===== config.mk =====
export PLATFORM = sky130hd
export DESIGN_NAME = seq_decoder_flat
export DESIGN_NICKNAME = d
export VERILOG_FILES = /design/src/rtl/pico_pkg.sv /design/src/rtl/seq_decoder_if.sv /design/src/rtl/seq_decoder_decode_rom.sv /design/src/rtl/seq_decoder.sv /design/src/flat_wrapper.sv
export SDC_FILE = /design/constraint.sdc
export NUM_CORES = 1
export LEC_CHECK = 0
export BUFFER_PORTS_ARGS = -buffer_cell sky130_fd_sc_hd__buf_2
export CORE_MARGIN = 2
export CORE_UTILIZATION = 40
export CTS_BUF_LIST = sky130_fd_sc_hd__clkbuf_16
export DETAILED_ROUTE_END_ITERATION = 7
export GPL_TIMING_DRIVEN = 0
export SYNTH_ARGS = -nofsm -noshare
export SYNTH_HDL_FRONTEND = slang
export SYNTH_SLANG_ARGS = --single-unit
export TNS_END_PERCENT = 5

===== constraint.sdc =====
create_clock -name clk -period 2.65 [get_ports clk]
set_input_delay 0.3975 -clock clk [delete_from_list [all_inputs] [get_ports clk]]
set_output_delay 0.3975 -clock clk [all_outputs]
set_load 0.01 [all_outputs]

===== src/rtl/pico_pkg.sv =====
// Shared definitions for the pico MIPS sequential decoder: opcode and ALU
// codes, FSM state encoding, the control-output bundle and a small helper.
package pico_pkg;

    localparam int PICO_OPCODE_W = 6;
    localparam int PICO_ALU_W    = 3;

    // Instruction opcodes
    localparam logic [PICO_OPCODE_W-1:0] NOP  = 6'h00;
    localparam logic [PICO_OPCODE_W-1:0] ADD  = 6'h01;
    localparam logic [PICO_OPCODE_W-1:0] ADDI = 6'h02;
    localparam logic [PICO_OPCODE_W-1:0] SUB  = 6'h03;
    localparam logic [PICO_OPCODE_W-1:0] SUBI = 6'h04;
    localparam logic [PICO_OPCODE_W-1:0] MLT  = 6'h05;
    localparam logic [PICO_OPCODE_W-1:0] MLTI = 6'h06;
    localparam logic [PICO_OPCODE_W-1:0] BEQ  = 6'h07;
    localparam logic [PICO_OPCODE_W-1:0] JMP  = 6'h08;
    localparam logic [PICO_OPCODE_W-1:0] LD   = 6'h09;
    localparam logic [PICO_OPCODE_W-1:0] ST   = 6'h0A;

    // ALU function codes
    localparam logic [PICO_ALU_W-1:0] RADD = 3'b010;
    localparam logic [PICO_ALU_W-1:0] RSUB = 3'b110;
    localparam logic [PICO_ALU_W-1:0] RMLT = 3'b100;

    typedef enum logic [1:0] {
        RUN,
        MULT_WAIT,
        LOAD_WAIT
    } dec_state_t;

    // How the sequencer has to treat a decoded instruction
    typedef enum logic [1:0] {
        CLS_SINGLE,
        CLS_BRANCH,
        CLS_MULT,
        CLS_LOAD
    } op_class_t;

    typedef struct packed {
        logic [PICO_ALU_W-1:0] alu_func;
        logic                  reg_write;
        logic                  immediate;
        logic                  pc_rel_branch;
        logic                  read_in;
        logic                  write_out;
        logic                  illegal;
    } ctrl_t;

    function automatic int max_int(input int a, input int b);
        return (a > b) ? a : b;
    endfunction

endpackage


===== src/rtl/seq_decoder_if.sv =====
// Fetch-to-decoder handshake plus the decoded control lines toward the
// ALU, register file and memory ports.
interface seq_decoder_if #(
    parameter int OPCODE_W = 6,
    parameter int ALU_W    = 3
);
    logic                instr_valid;
    logic [OPCODE_W-1:0] opcode;
    logic                ZF;
    logic                instr_ready;
    logic [ALU_W-1:0]    alu_func;
    logic                reg_write;
    logic                immediate;
    logic                pc_rel_branch;
    logic                read_in;
    logic                write_out;
    logic                illegal;

    modport master (
        output instr_valid, opcode, ZF,
        input  instr_ready, alu_func, reg_write, immediate,
               pc_rel_branch, read_in, write_out, illegal
    );

    modport slave (
        input  instr_valid, opcode, ZF,
        output instr_ready, alu_func, reg_write, immediate,
               pc_rel_branch, read_in, write_out, illegal
    );
endinterface


===== src/rtl/seq_decoder_decode_rom.sv =====
// Pure combinational opcode table: single-cycle control values, the class
// that tells the sequencer how long the op lasts, and a legal bit.
module decode_rom
    import pico_pkg::*;
#(
    parameter int OPCODE_W = 6
) (
    input  logic [OPCODE_W-1:0] i_opcode,
    output ctrl_t               o_ctrl,
    output op_class_t           o_class,
    output logic                o_aluUsed,
    output logic                o_legal
);

    // Table lookup; opcodes compare at full width so stray upper bits miss
    always_comb begin
        o_ctrl          = '0;
        o_ctrl.alu_func = RADD;
        o_class         = CLS_SINGLE;
        o_aluUsed       = 1'b0;
        o_legal         = 1'b1;
        case (i_opcode)
            OPCODE_W'(NOP): ;
            OPCODE_W'(ADD): begin
                o_ctrl.alu_func  = RADD;
                o_ctrl.reg_write = 1'b1;
                o_aluUsed        = 1'b1;
            end
            OPCODE_W'(ADDI): begin
                o_ctrl.alu_func  = RADD;
                o_ctrl.reg_write = 1'b1;
                o_ctrl.immediate = 1'b1;
                o_aluUsed        = 1'b1;
            end
            OPCODE_W'(SUB): begin
                o_ctrl.alu_func  = RSUB;
                o_ctrl.reg_write = 1'b1;
                o_aluUsed        = 1'b1;
            end
            OPCODE_W'(SUBI): begin
                o_ctrl.alu_func  = RSUB;
                o_ctrl.reg_write = 1'b1;
                o_ctrl.immediate = 1'b1;
                o_aluUsed        = 1'b1;
            end
            OPCODE_W'(MLT): begin
                o_ctrl.alu_func  = RMLT;
                o_ctrl.reg_write = 1'b1;
                o_class          = CLS_MULT;
                o_aluUsed        = 1'b1;
            end
            OPCODE_W'(MLTI): begin
                o_ctrl.alu_func  = RMLT;
                o_ctrl.reg_write = 1'b1;
                o_ctrl.immediate = 1'b1;
                o_class          = CLS_MULT;
                o_aluUsed        = 1'b1;
            end
            OPCODE_W'(BEQ): begin
                o_ctrl.pc_rel_branch = 1'b1;
                o_class              = CLS_BRANCH;
            end
            OPCODE_W'(JMP): begin
                o_ctrl.pc_rel_branch = 1'b1;
            end
            OPCODE_W'(LD): begin
                o_ctrl.read_in   = 1'b1;
                o_ctrl.reg_write = 1'b1;
                o_class          = CLS_LOAD;
            end
            OPCODE_W'(ST): begin
                o_ctrl.write_out = 1'b1;
            end
            default: begin
                o_legal = 1'b0;
            end
        endcase
    end

endmodule


===== src/rtl/seq_decoder.sv =====
// Registered, stall-capable instruction decoder. Multi-cycle MLT/MLTI and
// LD hold their control lines while back-pressuring fetch; BEQ resolves on
// a forwarded zero flag when the previous op is still writing back.
module seq_decoder
    import pico_pkg::*;
#(
    parameter int OPCODE_W   = 6,
    parameter int ALU_W      = 3,
    parameter int MLT_CYCLES = 3,
    parameter int LD_CYCLES  = 2
) (
    input  logic          clk,
    input  logic          reset,
    seq_decoder_if.slave  bus
);

    localparam int MAX_CYC = max_int(MLT_CYCLES, LD_CYCLES);
    localparam int CNT_W   = $clog2(MAX_CYC) + 1;

    dec_state_t       r_state;
    logic [CNT_W-1:0] r_count;
    logic             r_zfQ;
    ctrl_t            r_ctrl;

    ctrl_t            w_romCtrl;
    op_class_t        w_romClass;
    logic             w_romAluUsed;
    logic             w_romLegal;
    logic             w_ready;
    logic             w_accept;
    logic             w_effZf;
    ctrl_t            w_acceptCtrl;
    ctrl_t            w_idleCtrl;

    decode_rom #(
        .OPCODE_W (OPCODE_W)
    ) u_rom (
        .i_opcode  (bus.opcode),
        .o_ctrl    (w_romCtrl),
        .o_class   (w_romClass),
        .o_aluUsed (w_romAluUsed),
        .o_legal   (w_romLegal)
    );

    assign w_ready  = (r_state == RUN);
    assign w_accept = bus.instr_valid && w_ready;
    assign w_effZf  = r_ctrl.reg_write ? bus.ZF : r_zfQ;

    // Shape the first output cycle of an accepted op and the idle cycle
    always_comb begin
        w_acceptCtrl         = w_romCtrl;
        w_acceptCtrl.illegal = !w_romLegal;
        if (!w_romAluUsed) begin
            w_acceptCtrl.alu_func = r_ctrl.alu_func;
        end
        if (w_romClass == CLS_BRANCH) begin
            w_acceptCtrl.pc_rel_branch = w_effZf;
        end
        if ((w_romClass == CLS_MULT) && (MLT_CYCLES > 1)) begin
            w_acceptCtrl.reg_write = 1'b0;
        end
        if ((w_romClass == CLS_LOAD) && (LD_CYCLES > 1)) begin
            w_acceptCtrl.reg_write = 1'b0;
        end

        w_idleCtrl          = '0;
        w_idleCtrl.alu_func = r_ctrl.alu_func;
    end

    // Sequencer FSM: output registers, wait counter and the zero-flag copy
    always_ff @(posedge clk or posedge reset) begin
        if (reset) begin
            r_state         <= RUN;
            r_count         <= '0;
            r_zfQ           <= 1'b0;
            r_ctrl          <= '0;
            r_ctrl.alu_func <= RADD;
        end else begin
            if (r_ctrl.reg_write) begin
                r_zfQ <= bus.ZF;
            end
            case (r_state)
                RUN: begin
                    if (w_accept) begin
                        r_ctrl <= w_acceptCtrl;
                        if ((w_romClass == CLS_MULT) && (MLT_CYCLES > 1)) begin
                            r_state <= MULT_WAIT;
                            r_count <= CNT_W'(MLT_CYCLES - 1);
                        end else if ((w_romClass == CLS_LOAD) && (LD_CYCLES > 1)) begin
                            r_state <= LOAD_WAIT;
                            r_count <= CNT_W'(LD_CYCLES - 1);
                        end
                    end else begin
                        r_ctrl <= w_idleCtrl;
                    end
                end
                MULT_WAIT, LOAD_WAIT: begin
                    r_count <= r_count - CNT_W'(1);
                    if (r_count == CNT_W'(1)) begin
                        r_state          <= RUN;
                        r_ctrl.reg_write <= 1'b1;
                    end
                end
                default: begin
                    r_state <= RUN;
                    r_ctrl  <= w_idleCtrl;
                end
            endcase
        end
    end

    assign bus.instr_ready   = w_ready;
    assign bus.alu_func      = ALU_W'(r_ctrl.alu_func);
    assign bus.reg_write     = r_ctrl.reg_write;
    assign bus.immediate     = r_ctrl.immediate;
    assign bus.pc_rel_branch = r_ctrl.pc_rel_branch;
    assign bus.read_in       = r_ctrl.read_in;
    assign bus.write_out     = r_ctrl.write_out;
    assign bus.illegal       = r_ctrl.illegal;

endmodule


===== src/flat_wrapper.sv =====
// flat-port wrapper written by rule: the top's interface ports become plain ports
module seq_decoder_flat import pico_pkg::*;
#(
    parameter int OPCODE_W   = 6,
    parameter int ALU_W      = 3,
    parameter int MLT_CYCLES = 3,
    parameter int LD_CYCLES  = 2
)
  (clk, reset, bus_instr_valid, bus_opcode, bus_ZF, bus_instr_ready, bus_alu_func, bus_reg_write, bus_immediate, bus_pc_rel_branch, bus_read_in, bus_write_out, bus_illegal);
  seq_decoder_if #(.OPCODE_W(OPCODE_W), .ALU_W(ALU_W)) bus_i ();
  input  logic clk;
  input  logic reset;
  input wire logic [$bits(bus_i.instr_valid)-1:0] bus_instr_valid;
  input wire logic [$bits(bus_i.opcode)-1:0] bus_opcode;
  input wire logic [$bits(bus_i.ZF)-1:0] bus_ZF;
  output wire logic [$bits(bus_i.instr_ready)-1:0] bus_instr_ready;
  output wire logic [$bits(bus_i.alu_func)-1:0] bus_alu_func;
  output wire logic [$bits(bus_i.reg_write)-1:0] bus_reg_write;
  output wire logic [$bits(bus_i.immediate)-1:0] bus_immediate;
  output wire logic [$bits(bus_i.pc_rel_branch)-1:0] bus_pc_rel_branch;
  output wire logic [$bits(bus_i.read_in)-1:0] bus_read_in;
  output wire logic [$bits(bus_i.write_out)-1:0] bus_write_out;
  output wire logic [$bits(bus_i.illegal)-1:0] bus_illegal;
  assign bus_i.instr_valid = bus_instr_valid;
  assign bus_i.opcode = bus_opcode;
  assign bus_i.ZF = bus_ZF;
  assign bus_instr_ready = bus_i.instr_ready;
  assign bus_alu_func = bus_i.alu_func;
  assign bus_reg_write = bus_i.reg_write;
  assign bus_immediate = bus_i.immediate;
  assign bus_pc_rel_branch = bus_i.pc_rel_branch;
  assign bus_read_in = bus_i.read_in;
  assign bus_write_out = bus_i.write_out;
  assign bus_illegal = bus_i.illegal;
  seq_decoder #(.OPCODE_W(OPCODE_W), .ALU_W(ALU_W), .MLT_CYCLES(MLT_CYCLES), .LD_CYCLES(LD_CYCLES)) u_core (.clk(clk), .reset(reset), .bus(bus_i));
endmodule

==> results.yml <==
clocking:
  cts_sinks: 14
  clock_latency_ns: 0.24
  cts_hold_buffers: 0
  clockBufferDepth: 2
  cts_setup_buffers: 0
  numCtsBuffers: 3
  cts_tree: "built"
  htreeDepth: 1
  root_buffer: "clkbuf_16"
  cts.repair.resized: 0
  path_clk_slew_ns: 0.05
power_and_ir_drop:
  intPower_mw: 0.613
  fin_total_pwr_mw: 0.917
  p_switching_mw: 0.304
  clkPwrFrac: 0.314
  peakVddDrop_v: 0.000420
  p_sw_frac: 0.331
  power.density_nw_per_um2: 790
  p_seq_frac: 0.333
  comb_power_share: 0.353
  power.leakage_nw: 0.555
die:
  dieArea_um2: 2800
  rows: 17
  die_h_um: 52.9
  core_area_um2: 2230
  ios: 20
  initial_core_util: 0.429
  die_x_um: 52.9
timing:
  worst_pin_slew_ns: 0.535
  setup_viol: 0
  tns_ns: 0
  max-slew-margin-rel: 0.643
  max_freq_ghz: 0.597
  period_share: 0.632
  skew_ns: 0.00137
  hold_ws_ns: 0.186
  slew_violations: 0
  finalHoldViolCount: 0
  finalCriticalPeriod_ns: 1.67
  rsz0062_at_grt: "no"
synthesis:
  synth_edf_count: 0
  avgSynthCellArea_um2: 9.29
  synth.area.top_cells: "dfrtp_1, ha_1, nand2_1, o41ai_2, nor2b_1"
  syn_nets: 117
  postSynthRegisterBits: 14
  yosysWarnings: 0
  synth_area_um2: 957
  ys_seq_area_frac: 0.367
  synthFlopType: "dfrtp_1"
  synthArstFlopShare: 1.00
  yosysTopAreaCellShare: 0.340
  yosys.area.top_type: "dfrtp_1"
  synthCells: 103
  synth_cell_types: 42
grt:
  grt_max_degree: 15
  grt.overflow.total: 0
  grt_pass1_vias: 741
  grt_usage: 0.160
  antenna_found_initial: 0
  grt_pass1_wl_um: 3290
run:
  cap_violations: 0
layout:
  diodes: 0
  drive_gt1_frac: 0.272
  final_cell_mix: "buf_2, dfrtp_1, nand2_1, inv_1, o21ai_0"
  fin_util: 0.520
  final_common_cell: "buf_2"
  syn_to_final_growth_pct: 21.3
  num-nets-final: 140
placed_design:
  hpwl_um: 1500
  io_buffers: 18
  gp_congestion: 0.759
worst_setup_path:
  worst-path-max-fanout: 8
  start_kind: "register"
  cp.required_ns: 2.80
  critPathCaptureType: "register"
  worst-setup-path-type: "register to register"
  cp.arrival_ns: 1.83
outcome:
  run_status: "finished clean"
detailed_routing:
  dr.pass1.iters: 4
  wl_per_cell_um: 12.5
  initialDrtViolationCount: 14
  viasPerCell: 5.14
  route.antenna.remaining_nets: 0
  drc_errors: 0
  vias: 786
  routed_wl_um: 1910
hold_path:
  min_path_type: "input port to asynchronous set/reset pin"
[per-layer routing]
layer | GRT usage | up-vias | wire length [um]
li1 | - | 407 | -
met5 | 0 | - | 0
met2 | 0.263 | 17 | 890
met3 | 0.0508 | 0 | 87
met4 | 0.0128 | 0 | 0
met1 | 0.214 | 362 | 935
[flip-flops by register name, summed over array words and instances (netlist names)]
name	flops
u_core.bus.illegal	1
u_core.r_count	3
u_core.bus.reg_write	1
u_core.bus.write_out	1
u_core.bus.immediate	1
u_core.r_zfQ	1
u_core.bus.pc_rel_branch	1
u_core.r_state	2
u_core.bus.read_in	1
u_core.bus.alu_func	2
[worst paths after layout]
| kind | slack, ns | end | from | cells after the start |
|---|---|---|---|---|
| min | 0.19 | u_core.bus.alu_func[2] | reset | 2 |
| max in group asynchronous | 2.10 | u_core.bus.alu_func[1] | reset | 2 |
| min in group clk | 0.44 | u_core.r_zfQ | bus_ZF | 2 |
| max reg2reg | 0.98 | u_core.bus.alu_func[1] | u_core.r_state[0] | 7 |
| min reg2reg | 0.48 | u_core.bus.read_in | u_core.bus.read_in | 2 |
| max | 0.98 | u_core.bus.alu_func[1] | u_core.r_state[0] | 7 |
[power by group through the flow]
stage | registers (mW) | clock network (mW) | logic, mW
2_1_floorplan | 0.313 | 0 | 0.226
3_3_place_gp | 0.306 | 0 | 0.317
3_5_place_dp | 0.309 | 0 | 0.325
4_1_cts | 0.307 | 0.295 | 0.327
5_1_grt | 0.314 | 0.300 | 0.367
6_report | 0.306 | 0.288 | 0.324
[critical path: stages (launching register included)]
cell and delay, ns:
dfrtp_1 0.36, inv_1 0.05, ha_1 0.28, and4bb_1 0.23, buf_6 0.13, and2_4 0.16, o211a_1 0.12, a311oi_2 0.25
[logic make-up after synthesis]
group | synth area share
other cells | 0.00392
xor+xnor | 0.00915
flops | 0.367
fa+ha+maj | 0.0523
buf+inv | 0.0771
compound gates | 0.207
mux | 0.0549
simple gates | 0.229
[cell type report]
cell class                 instances  area (um^2)
timing repair buffer              18         90.1
inverter                           7         26.3
clock buffer                       3         75.1
tap                               28         35.0
sequential                        14          352
multi-input combinational         75          532
buffer                             7         47.5
fill                             222         1070
clock inverter                     1         3.75
[cell usage after synthesis, drive strengths merged, types with 2 or more instances]
library cell / number
nor2b: 5
mux2i: 3
nand2b: 3
o41ai: 2
ha: 4
nand3: 2
nand2: 11
o21ai: 9
o211ai: 3
dfrtp: 13
and2b: 2
nor2: 4
buf: 6
mux2: 2
nand4: 3
inv: 7
a21oi: 3
o22ai: 2
[through the flow]
stage,instance area (um^2),setup WS [ns],cells
after CTS,1160,0.960,153
after floorplan,957,1.07,103
after global routing,1160,0.860,153
final,1160,0.976,153
after detailed placement,1080,0.977,149
after global placement,1080,0.999,149
No activity file was read; power rests on OpenSTA's default activity.
